$ cat src/rtl/spi_txn_arbiter.sv
// Two-requester SPI register sequencer: round-robin grant, ss_n framing, a
// {rw,addr} command byte plus one data byte through a shared byte engine.
module spi_txn_arbiter #(
   parameter int ADDR_W      = 7,
   parameter int SETUP_CYC   = 2,
   parameter int HOLD_CYC    = 2,
   parameter int GAP_CYC     = 3,
   parameter int TIMEOUT_CYC = 64
) (
   input  logic              clk,
   input  logic              reset,
   input  logic              req0,
   input  logic              req1,
   input  logic              rw0,
   input  logic              rw1,
   input  logic [ADDR_W-1:0] addr0,
   input  logic [ADDR_W-1:0] addr1,
   input  logic [7:0]        wdata0,
   input  logic [7:0]        wdata1,
   output logic              ack0,
   output logic              ack1,
   output logic              err,
   output logic [7:0]        rdata,
   output logic              busy,
   output logic              ss_n,
   output logic [7:0]        tx_data,
   output logic              tx_start,
   input  logic              tx_done,
   input  logic [7:0]        rx_data
);
   localparam int         WD_W      = $clog2(TIMEOUT_CYC + 1);
   localparam logic [7:0] SETUP_END = 8'(SETUP_CYC);
   localparam logic [7:0] HOLD_END  = 8'(HOLD_CYC - 1);
   localparam logic [7:0] GAP_END   = 8'(GAP_CYC - 1);

   typedef enum logic [2:0] {IDLE, SETUP, CMD, DATA, HOLD, GAP} state_t;

   state_t            state;
   logic              last_grant, owner, rw_q, abort;
   logic [ADDR_W-1:0] addr_q;
   logic [7:0]        wdata_q, rx_hold, cnt;
   logic [WD_W-1:0]   wd;
   logic              pick1, byte_done, byte_timeout;

   assign pick1        = req1 && (!req0 || !last_grant);
   // the engine needs at least one cycle, so a done alongside our own start is stale
   assign byte_done    = tx_done && !tx_start;
   assign byte_timeout = (wd == WD_W'(TIMEOUT_CYC));

   always_ff @(posedge clk) begin
      if (reset) begin
         state      <= IDLE;
         last_grant <= 1'b1;
         owner      <= 1'b0;
         rw_q       <= 1'b0;
         abort      <= 1'b0;
         addr_q     <= '0;
         wdata_q    <= 8'h00;
         rx_hold    <= 8'h00;
         cnt        <= 8'd0;
         wd         <= '0;
         ss_n       <= 1'b1;
         busy       <= 1'b0;
         tx_start   <= 1'b0;
         tx_data    <= 8'h00;
         ack0       <= 1'b0;
         ack1       <= 1'b0;
         err        <= 1'b0;
         rdata      <= 8'h00;
      end else begin
         tx_start <= 1'b0;
         ack0     <= 1'b0;
         ack1     <= 1'b0;
         err      <= 1'b0;
         case (state)
            IDLE: if (req0 || req1) begin
               owner      <= pick1;
               last_grant <= pick1;
               rw_q       <= pick1 ? rw1 : rw0;
               addr_q     <= pick1 ? addr1 : addr0;
               wdata_q    <= pick1 ? wdata1 : wdata0;
               abort      <= 1'b0;
               cnt        <= 8'd1;
               ss_n       <= 1'b0;
               busy       <= 1'b1;
               state      <= SETUP;
            end
            SETUP: if (cnt >= SETUP_END) begin
               state    <= CMD;
               tx_start <= 1'b1;
               tx_data  <= {rw_q, 7'(addr_q)};
               wd       <= '0;
            end else begin
               cnt <= cnt + 8'd1;
            end
            CMD: if (byte_done) begin
               state    <= DATA;
               tx_start <= 1'b1;
               tx_data  <= rw_q ? 8'h00 : wdata_q;
               wd       <= '0;
            end else if (byte_timeout) begin
               abort <= 1'b1;
               cnt   <= 8'd1;
               state <= HOLD;
            end else begin
               wd <= wd + WD_W'(1);
            end
            DATA: if (byte_done) begin
               if (rw_q) rx_hold <= rx_data;
               cnt   <= 8'd1;
               state <= HOLD;
            end else if (byte_timeout) begin
               abort <= 1'b1;
               cnt   <= 8'd1;
               state <= HOLD;
            end else begin
               wd <= wd + WD_W'(1);
            end
            // the byte-complete cycle already counts as the first hold cycle
            HOLD: if (cnt >= HOLD_END) begin
               state <= GAP;
               ss_n  <= 1'b1;
               ack0  <= !owner;
               ack1  <= owner;
               err   <= abort;
               if (rw_q && !abort) rdata <= rx_hold;
               cnt   <= 8'd1;
            end else begin
               cnt <= cnt + 8'd1;
            end
            // the IDLE arbitration cycle is the last ss_n-high cycle of the gap
            GAP: if (cnt >= GAP_END) begin
               state <= IDLE;
               busy  <= 1'b0;
            end else begin
               cnt <= cnt + 8'd1;
            end
            default: state <= IDLE;
         endcase
      end
   end
endmodule

$ cat config.mk
export PLATFORM = sky130hd
export DESIGN_NAME = spi_txn_arbiter
export DESIGN_NICKNAME = d
export VERILOG_FILES = /design/src/rtl/spi_txn_arbiter.sv
export SDC_FILE = /design/constraint.sdc
export NUM_CORES = 1
export LEC_CHECK = 0
export CAP_MARGIN = 20
export CORE_UTILIZATION = 45
export CTS_CLUSTER_DIAMETER = 100
export DETAILED_ROUTE_END_ITERATION = 8
export PLACE_DENSITY = 0.71
export SLEW_MARGIN = 20
export SYNTH_ARGS = -nofsm -noshare
export SYNTH_HDL_FRONTEND = slang
export SYNTH_SLANG_ARGS = --single-unit
$ cat constraint.sdc
create_clock -name clk -period 2.35 [get_ports clk]
set_clock_uncertainty 0.2 [all_clocks]
set_input_delay 0.235 -clock clk [delete_from_list [all_inputs] [get_ports clk]]
set_output_delay 0.235 -clock clk [all_outputs]
set_load 0.03 [all_outputs]
# --- Word level (Yosys, flattened, before mapping) ---
# Cells that the tools add are included.
totals:
  word_cells: 109
  reg_bits: 67
  out_inout_bits: 22
  inputBits: 45
classes:
  mux: 39
  add_sub_neg: 2
  bitwise_logic: 2
  reduce_logical: 30
  n_eq_ne: 16
  order_cmp: 2
op_table:
  columns: ["cell", "count"]
  rows:
  - ["$mux 8", 10]
  - ["$pmux 8 s5", 1]
  - ["$mux 7", 5]
  - ["$mux 3", 7]
  - ["$pmux 7 s3", 1]
  - ["$ne 2x2->1 const B", 9]
  - ["$pmux 3 s6", 1]
  - ["$reduce_and 3->1", 6]
  - ["$pmux 8 s2", 1]
  - ["$reduce_and 4->1", 3]
  - ["$mux 1", 9]
  - ["$add 8x1->8 const B", 1]
  - ["$ge 8x1->1 const B", 1]
  - ["$ge 8x2->1 const B", 1]
  - ["$pmux 1 s2", 4]
  - ["$reduce_bool 2->1", 4]
  - ["$add 7x1->7 const B", 1]
  - ["$eq 7x7->1 const B", 1]
  - ["$eq 3x2->1 const B", 2]
  - ["$eq 3x3->1 const B", 2]
  - ["$logic_not 1->1", 5]
  - ["$reduce_bool 5->1", 1]
  - ["$reduce_or 2->1", 2]
  - ["$eq 3x1->1 const B", 1]
  - ["8 further kinds", 12]

# --- Depth between registers and ports, before layout ---
# Gate-level depths: netlist (run 1).
logic_depth:
  ltp_word: 4
  mapped_depth: 8
  depth_no_buf: 7

# --- Worst setup path after synthesis (run 1) ---
# OpenSTA, ideal clock, no wires.
synth_path:
  kind: "register -> register"
  startpoint: "register cnt[0]"
  endpoint: "register cnt[3]"
  setup_slack_ns: 0.253
  required_ns: 2.019
  synth_period_minus_slack_ns: 2.097
  setup_ns: 0.131
  n_path_buf: 0
  arrival_time_ns: 1.766
  path_stages_with_launch: 8
  path_cell_list: "dfxtp_1 inv_1 ha_1 or4_1 o21ai_2 nand2_2 nor3_2 nor3b_1"
synth_between:
  elab_chain_cells: 3
  elab_cells_between_ends: 8
  cone_classes: "add/sub: 1; order compare: 2; eq/ne: 1; mux: 3; reduce/logical: 1"
synth_rtl:
  columns: ["element", "line", "rtl"]
  rows:
  - ["start: declaration", "41", "logic [7:0] wdata_q, rx_hold, cnt;"]
  - ["start signal: assignment", "94", "cnt <= cnt + 8'd1;"]
  - ["start signal: assignment", "129", "cnt <= cnt + 8'd1;"]
  - ["start signal: assignment", "136", "cnt <= cnt + 8'd1;"]
  - ["$add 8x1->8, or another cell as far along", "94, 129, 136", null]
  - ["$mux 8, or another cell as far along", "88, 132", null]
  - ["$pmux 8 s5 or $reduce_and 4->1 (tied branches)", null, null]
# Parallel ways exist; a longest one is shown, timed or not. The select of a mux whose other input is x is not followed.
# A chain may end at the register's enable or synchronous reset.

# --- Worst setup path in the final report (run 1) ---
layout_path:
  startpoint: "register cnt[0]"
  endpoint: "register wd[6]"
layout_between:
  elab_chain_cells: 3
layout_rtl:
  columns: ["element", "line", "rtl"]
  rows:
  - ["$ge 8x2->1", "88", "SETUP: if (cnt >= SETUP_END) begin"]
  - ["$ne 2x2->1 (no line)", null, null]
  - ["$reduce_and 3->1 (no line)", null, null]
  - ["end signal: assignment", "106", "wd <= wd + WD_W'(1);"]
  - ["end signal: assignment", "117", "wd <= wd + WD_W'(1);"]
  - ["end: declaration", "42", "logic [WD_W-1:0] wd;"]
# Every way passes these cells.

==> summary.md, run 1 <==
| Metric | Value |
|---|---|
| WP data arrival | `2.26 ns` |
| Maximum vdd ir drop | `0.450 mV` |
| Asr flop ratio synth | `0%` |
| Num CTS Buffers | `9` |
| H-tree levels | `3` |
| Run status | `complete, but fails checks` |
| Total of max-cap violations | `0` |
| Cell Area, Synth | `0.00309 mm²` |
| Max Root-Sink Buffers | `2` |
| Violated checks | `design-rule violations` |
| Die X | `84.9 µm` |
| Total global routing overflow | `0` |
| Placed cell area | `0.00387 mm²` |
| Clock root buffer | `clkbuf_8` |
| Setup TNS | `0 ns` |
| Post-synth EDFFs | `0` |
| Drt total wl | `6550 µm` |
| Crit path max-delay family | `simple AND/OR/NAND/NOR gates` |
| Worst-path clk slew | `0.07 ns` |
| Die ar. | `0.00721 mm²` |
| Initial Util | `47.6%` |
| Final worst-path cycle share | `93.6%` |
| Worst Setup Start Kind | `flop` |
| CP Capture Type | `flop` |
| WHS Endpoint | `rdata[3]` |
| WS Path Type | `reg -> reg` |
| FF-to-FF setup slack | `0.15 ns` |
| Synthesized area per cell | `9.26 µm²` |
| Max FO, Critical Path | `6` |
| Ranking of synthesized cells by area | `dfxtp_1, mux2i_1, nor2_1, a211oi_1, a21oi_1` |
| CP Cell Sequence | `inv_1 -> ha_1 -> or4_1 -> o211ai_4 -> and2_1 -> nand2_1 -> a21oi_1` |
| Lkg Pwr | `1.48 nW` |
| Drt drc | `5` |
| Io pins | `67` |
| Number of global-route vias before repair | `2513` |
| Worst r2r dst | `wd[6]` |
| Slew Viols, Final | `0` |
| Syn Nets | `385` |
| DR pass1 iterations | `6` |
| Clock sinks | `67` |
| Worst path max stage delay | `0.53 ns` |
| Gpl congestion | `0.829` |
| Cell taking the most area after synthesis | `dfxtp_1` |
| Hold Crit Depth | `2` |
| Max Clock Freq | `455 MHz` |
| PwrDens | `802 mW/mm²` |
| Rows | `29` |
| Core box area | `0.00649 mm²` |
| Synth-to-layout area growth | `33.9%` |
| Post-synth cell types | `51` |
| Post-synthesis sequential area ratio | `43.4%` |
| Post-route cell area | `0.00414 mm²` |
| Cells after synthesis | `334` |
| Most common cell in the synthesized netlist | `dfxtp_1` |
| Hold Crit Start | `reset` |
| Initial antenna violation count | `0` |
| Area share of the largest cell type after synthesis | `43.4%` |
| Top cells by count, synth | `dfxtp_1, nor2_1, mux2i_1, a21oi_1, a211oi_1` |
| Stages on worst setup path | `7` |
| CP required | `2.41 ns` |
| DP Wirelength | `4770 µm` |
| #FFs+latches synth | `67` |
| Port Buffer Count | `66` |
| FF-to-FF path depth | `7` |
| Chip Height | `84.9 µm` |
| Slowest cell on the critical path | `or4_1` |
| Skew-Pair Late Insertion Delay | `0.33 ns` |
| Detailed Route Iter0 Violations | `91` |
| Synth Flop Type | `dfxtp_1` |
| First-pass GRT wire length | `11200 µm` |
| Final hold vios | `0` |
| Inserted Diodes | `0` |
| Layout cell share with drive strength beyond 1 | `13.2%` |
| Worst-margin pin slew | `0.598 ns` |
| Rel. slew slack | `60.1%` |
| CTS Hold Bufs | `0` |
| Setup Viol. Count Final | `0` |
| Tmin final | `2.20 ns` |
| Non-filler cells, final | `487` |
| Hold Crit Class | `in -> reg` |
| Yosys warning count | `0` |
| Final ANT Viol Nets | `0` |
| CTS tree | `done` |
| Vias per cell | `5.32` |
| DR vias | `2591` |
| Routed wire per std cell | `13.4 µm` |
| Placed insts | `471` |
| Nets@finish | `456` |
| Crit Reg-Reg Startpoint | `cnt[0]` |
| GRT Total Usage | `19.5%` |
| WP buf/inv | `1` |
| Largest net degree at the start of global routing | `35` |
| Unrepaired setup endpoints after global routing | `yes` |
## logic make-up (layout without fill, tap and decap cells)
| logic type | count (synthesis) | count (layout) | share of synthesized area [%] |
|---|---|---|---|
| xor gates and xnor gates | 3 | 3 | 0.850 |
| muxes | 33 | 33 | 10.7 |
| buffers and inverters | 28 | 104 | 4.41 |
| DFF | 67 | 67 | 43.4 |
| AOI/OAI and AO/OA | 76 | 76 | 17.7 |
| and+or+nand+nor | 121 | 121 | 20.6 |
| adders and majority gates | 6 | 6 | 2.43 |
## timing repair
action / CTS / global route
gates resized for setup: 0 / 4
buffers inserted: 0 / 0
endpoints found under the hold margin: 0 / 0
setup endpoints to repair: 0 / 5
## placed cells by master (no fill, tap or decap), types with 3 or more instances in the layout
master	netlist	layout
mux2i_1	33	33
nor3_1	4	4
clkbuf_8	0	11
and3_1	3	3
xnor2_1	3	3
nor3b_1	13	13
nand2_1	12	12
a211oi_2	8	8
o21ai_0	8	8
a211oi_1	17	17
inv_1	8	8
nor2_1	52	52
buf_4	0	12
ha_1	6	6
nor2b_1	5	4
dfxtp_1	67	67
a311oi_1	3	3
nand3_1	6	6
clkdlybuf4s50_1	0	65
and2_1	4	4
a21oi_1	25	25
## worst max-delay path by stage
stage	start	end	slack, ns
after floorplan	cnt[0]	cnt[3]	0.25
after global placement	tx_done	tx_data[3]	0.11
after detailed placement	cnt[0]	cnt[6]	0.02
after CTS	cnt[0]	cnt[6]	0.02
after global routing	cnt[0]	cnt[5]	-0.008
final	cnt[0]	wd[6]	0.15
## routing by layer
metal / vias up / wire length [µm] / track usage, %
li1: 1332 / - / -
met1: 1177 / 3140 / 25.5
met2: 66 / 3010 / 32.2
met3: 16 / 274 / 3.02
met4: 0 / 126 / 8.63
met5: - / 0 / 0
## flip-flops by register name, summed over array words and instances, names as in the netlist, 3 cells and up
signal / cells
tx_data: 8
rdata: 8
addr_q: 7
state: 3
wdata_q: 8
cnt: 8
wd: 7
rx_hold: 8
## stage by stage
stage	setup WS (ns)	util [%]	total power [mW]	hold slack [ns]
6_report	0.151	63.7	3.32	0.190
5_1_grt	-0.00799	63.7	3.50	0.216
4_1_cts	0.0167	63.3	3.33	0.189
3_5_place_dp	0.0225	59.7	2.23	0.239
3_3_place_gp	0.108	59.7	2.21	0.240
2_1_floorplan	0.253	-	1.93	0.182
## final cells by class
| class | instances | area, µm² |
|---|---|---|
| clock inverters | 5 | 83.8 |
| well taps | 77 | 96.3 |
| clock buffers | 11 | 151 |
| inverters | 8 | 30.0 |
| repair buffers | 80 | 786 |
| multi-input cells | 239 | 1650 |
| fillers | 567 | 2350 |
| flip-flops and latches | 67 | 1340 |
## report_power, final
group | leakage (nW) | switching (mW) | internal, mW
clock network | 0.112 | 0.438 | 0.659
registers | 0.546 | 0.0779 | 1.25
logic | 0.819 | 0.494 | 0.396
No activity file was read; power rests on OpenSTA's default activity.
==> run 2: changes to the inputs <==
ABC_CLOCK_PERIOD_IN_PS = 2350   (was not set)
GPL_TIMING_DRIVEN = 0   (was not set)
==> summary.md, run 2 (synthesized netlist as in run 1, its figures left out) <==
| Metric | Value |
|---|---|
| Finished Core Util | `62.3% (-1.4 points)` |
| Clock root buffer | `clkbuf_8` |
| Most frequent cells in the layout | `dfxtp_1, clkdlybuf4s50_1, nor2_1, mux2i_1, a21oi_1` |
| DR pass1 iterations | `6 (unchanged)` |
| CTS tree | `done` |
| Initial Util | `47.6% (unchanged)` |
| Layout cell share with drive strength beyond 1 | `11.3% (-1.8 points)` |
| Slowest cell on the critical path | `or4_1` |
| Inserted Diodes | `0 (unchanged)` |
| Non-filler cells, final | `492 (+1.0%)` |
| WP buf/inv | `2 (+1)` |
| Sequential share of power | `43.3% (+3.2 points)` |
| Port Buffer Count | `65 (-1.5%)` |
| Total power | `3.07 mW (-7.7%)` |
| Routed wire per std cell | `14.3 µm (+6.4%)` |
| Violated checks | `design-rule violations` |
| Global Route met2 Usage | `32.4% (+0.22 points)` |
| Maximum vdd ir drop | `0.352 mV (-22%)` |
| Worst-margin pin slew | `0.612 ns (+0.0137 ns)` |
| Clock sinks | `67 (unchanged)` |
| Commonest non-fill, non-tap cell in the layout | `dfxtp_1` |
| Final worst-path cycle share | `95.7% (+2.1 points)` |
| Final ANT Viol Nets | `0 (unchanged)` |
| DP Wirelength | `5210 µm (+9.1%)` |
| Sw Ratio | `33.5% (+3.1 points)` |
| Chip Height | `84.9 µm (unchanged)` |
| CP required | `2.36 ns (-0.05 ns)` |
| PwrDens | `757 mW/mm² (-5.6%)` |
| Hold Crit Class | `in -> reg` |
| Core box area | `0.00649 mm² (unchanged)` |
| Total of max-cap violations | `0 (unchanged)` |
| Max Clock Freq | `445 MHz (-2.2%)` |
| GR Util met1 | `26.2% (+0.72 points)` |
| Switching power | `1.03 mW (+1.6%)` |
| Detailed Route Iter0 Violations | `169 (+86%)` |
| Max FO, Critical Path | `10 (+4)` |
| Number of global-route vias before repair | `2425 (-3.5%)` |
| WP data arrival | `2.26 ns (about the same)` |
| Io pins | `67 (unchanged)` |
| Drt drc | `5 (unchanged)` |
| Initial antenna violation count | `0 (unchanged)` |
| Worst path max stage delay | `0.53 ns (about the same)` |
| Gpl congestion | `0.837 (+0.98%)` |
| Crit path max-delay family | `simple AND/OR/NAND/NOR gates` |
| Worst Setup Start Kind | `flop` |
| GRT Total Usage | `20.2% (+0.64 points)` |
| Max Root-Sink Buffers | `2 (unchanged)` |
| Hold Crit Depth | `3 (+1)` |
| Clock share of power | `27.7% (-5.4 points)` |
| Rows | `29 (unchanged)` |
| Largest net degree at the start of global routing | `13 (-63%)` |
| Tmin final | `2.25 ns (+0.0494 ns)` |
| CP Cell Sequence | `inv_1 -> ha_1 -> or4_1 -> o21ai_4 -> a21oi_4 -> buf_6 -> nor2_2 -> a211oi_2` |
| Final hold vios | `0 (unchanged)` |
| Slew Viols, Final | `0 (unchanged)` |
| Post-route cell area | `0.00405 mm² (-2.2%)` |
| Global route hottest layer | `met2` |
| Unrepaired setup endpoints after global routing | `yes` |
| Placed cell area | `0.00384 mm² (-0.90%)` |
| Worst-path clk slew | `0.07 ns (about the same)` |
| Skew-Pair Late Insertion Delay | `0.34 ns (about the same)` |
| Die X | `84.9 µm (unchanged)` |
| Total global routing overflow | `0 (unchanged)` |
| Stages on worst setup path | `8 (+1)` |
| Met3 GRT Util | `4.47% (+1.5 points)` |
| Rel. slew slack | `59.2% (-0.91 points)` |
| CTS Hold Bufs | `0 (unchanged)` |
| Num CTS Buffers | `9 (unchanged)` |
| Nets@finish | `461 (+1.1%)` |
| Die ar. | `0.00721 mm² (unchanged)` |
| H-tree levels | `3 (unchanged)` |
| CP Capture Type | `flop` |
| Setup Viol. Count Final | `0 (unchanged)` |
| First-pass GRT wire length | `11400 µm (+1.5%)` |
| Drt total wl | `7040 µm (+7.5%)` |
| Run status | `complete, but fails checks` |
| Gate power share | `29.0% (+2.2 points)` |
| Lkg Pwr | `1.43 nW (-3.3%)` |
| DR vias | `2665 (+2.9%)` |
| Placed insts | `476 (+1.1%)` |
| WS Path Type | `reg -> reg` |
| Vias per cell | `5.42 (+1.8%)` |
| Internal Power | `2.04 mW (-12%)` |
| FF-to-FF path depth | `8 (+1)` |
| Synth-to-layout area growth | `30.9%` |
| Fin Hold WS | `0.240 ns (+0.0507 ns)` |
| Post-CTS Setup Bufs | `0 (unchanged)` |
==> run 2: cell types whose count changed in the layout (fill, tap and decap cells not counted), sizes merged <==
cell / delta
clkbuf: +8
buf: -4
clkinv: +3
bufinv: -2
clkinvlp: +1
inv: -1
==> run 2: timing repair <==
item	in CTS	in global routing
hold endpoints to repair	0	0
resized for setup	0	4
setup endpoints to repair	0	5
==> run 2: final cells by class <==
cell class / count / area [µm²]
flip-flops and latches: 67 / 1340
well taps: 77 / 96.3
clock buffers: 10 / 138
fillers: 564 / 2450
clock inverters: 6 / 41.3
repair buffers: 65 / 651
multi-input cells: 239 / 1650
plain buffers: 20 / 106
inverters: 8 / 30.0
==> run 2: path summary, 6_finish.rpt <==
check             startpoint         end  slack, ns
setup / recovery      cnt[0]  tx_data[0]       0.10
hold / removal         reset         err       0.24
setup reg to reg      cnt[0]  tx_data[0]       0.10
hold reg to reg        owner        ack0       0.27
==> run 2: through the flow <==
stage          TNS [ns]  worst slack (ns)
4_1_cts               0            0.0353
3_5_place_dp     -0.470            -0.123
5_1_grt               0          0.000905
2_1_floorplan         0             0.253
3_3_place_gp     -0.544            -0.138
6_report              0             0.101
==> run 2: power by group through the flow <==
stage | clock network, mW | registers (mW) | logic, mW
floorplan | 0 | 1.40 | 0.532
global placement | 0 | 1.35 | 0.853
detailed placement | 0 | 1.35 | 0.867
CTS | 0.864 | 1.33 | 0.869
global route | 0.915 | 1.34 | 0.970
finish | 0.849 | 1.33 | 0.890
==> run 2: worst register-to-register path, delay by kind of cell (launching register included) <==
kind,cells,cell delay (ns)
buffers and inverters,2,0.27
AND/OR/NAND/NOR,2,0.63
flip-flops,1,0.38
adder cells (fa/ha/maj),1,0.21
AO/OA/AOI/OAI,3,0.43
==> run 2: routing by layer <==
metal	vias to the layer above	share of wire, %
li1	1350	-
met2	68	47
met4	0	1.1
met3	7	5.7
met1	1240	47
met5	-	0
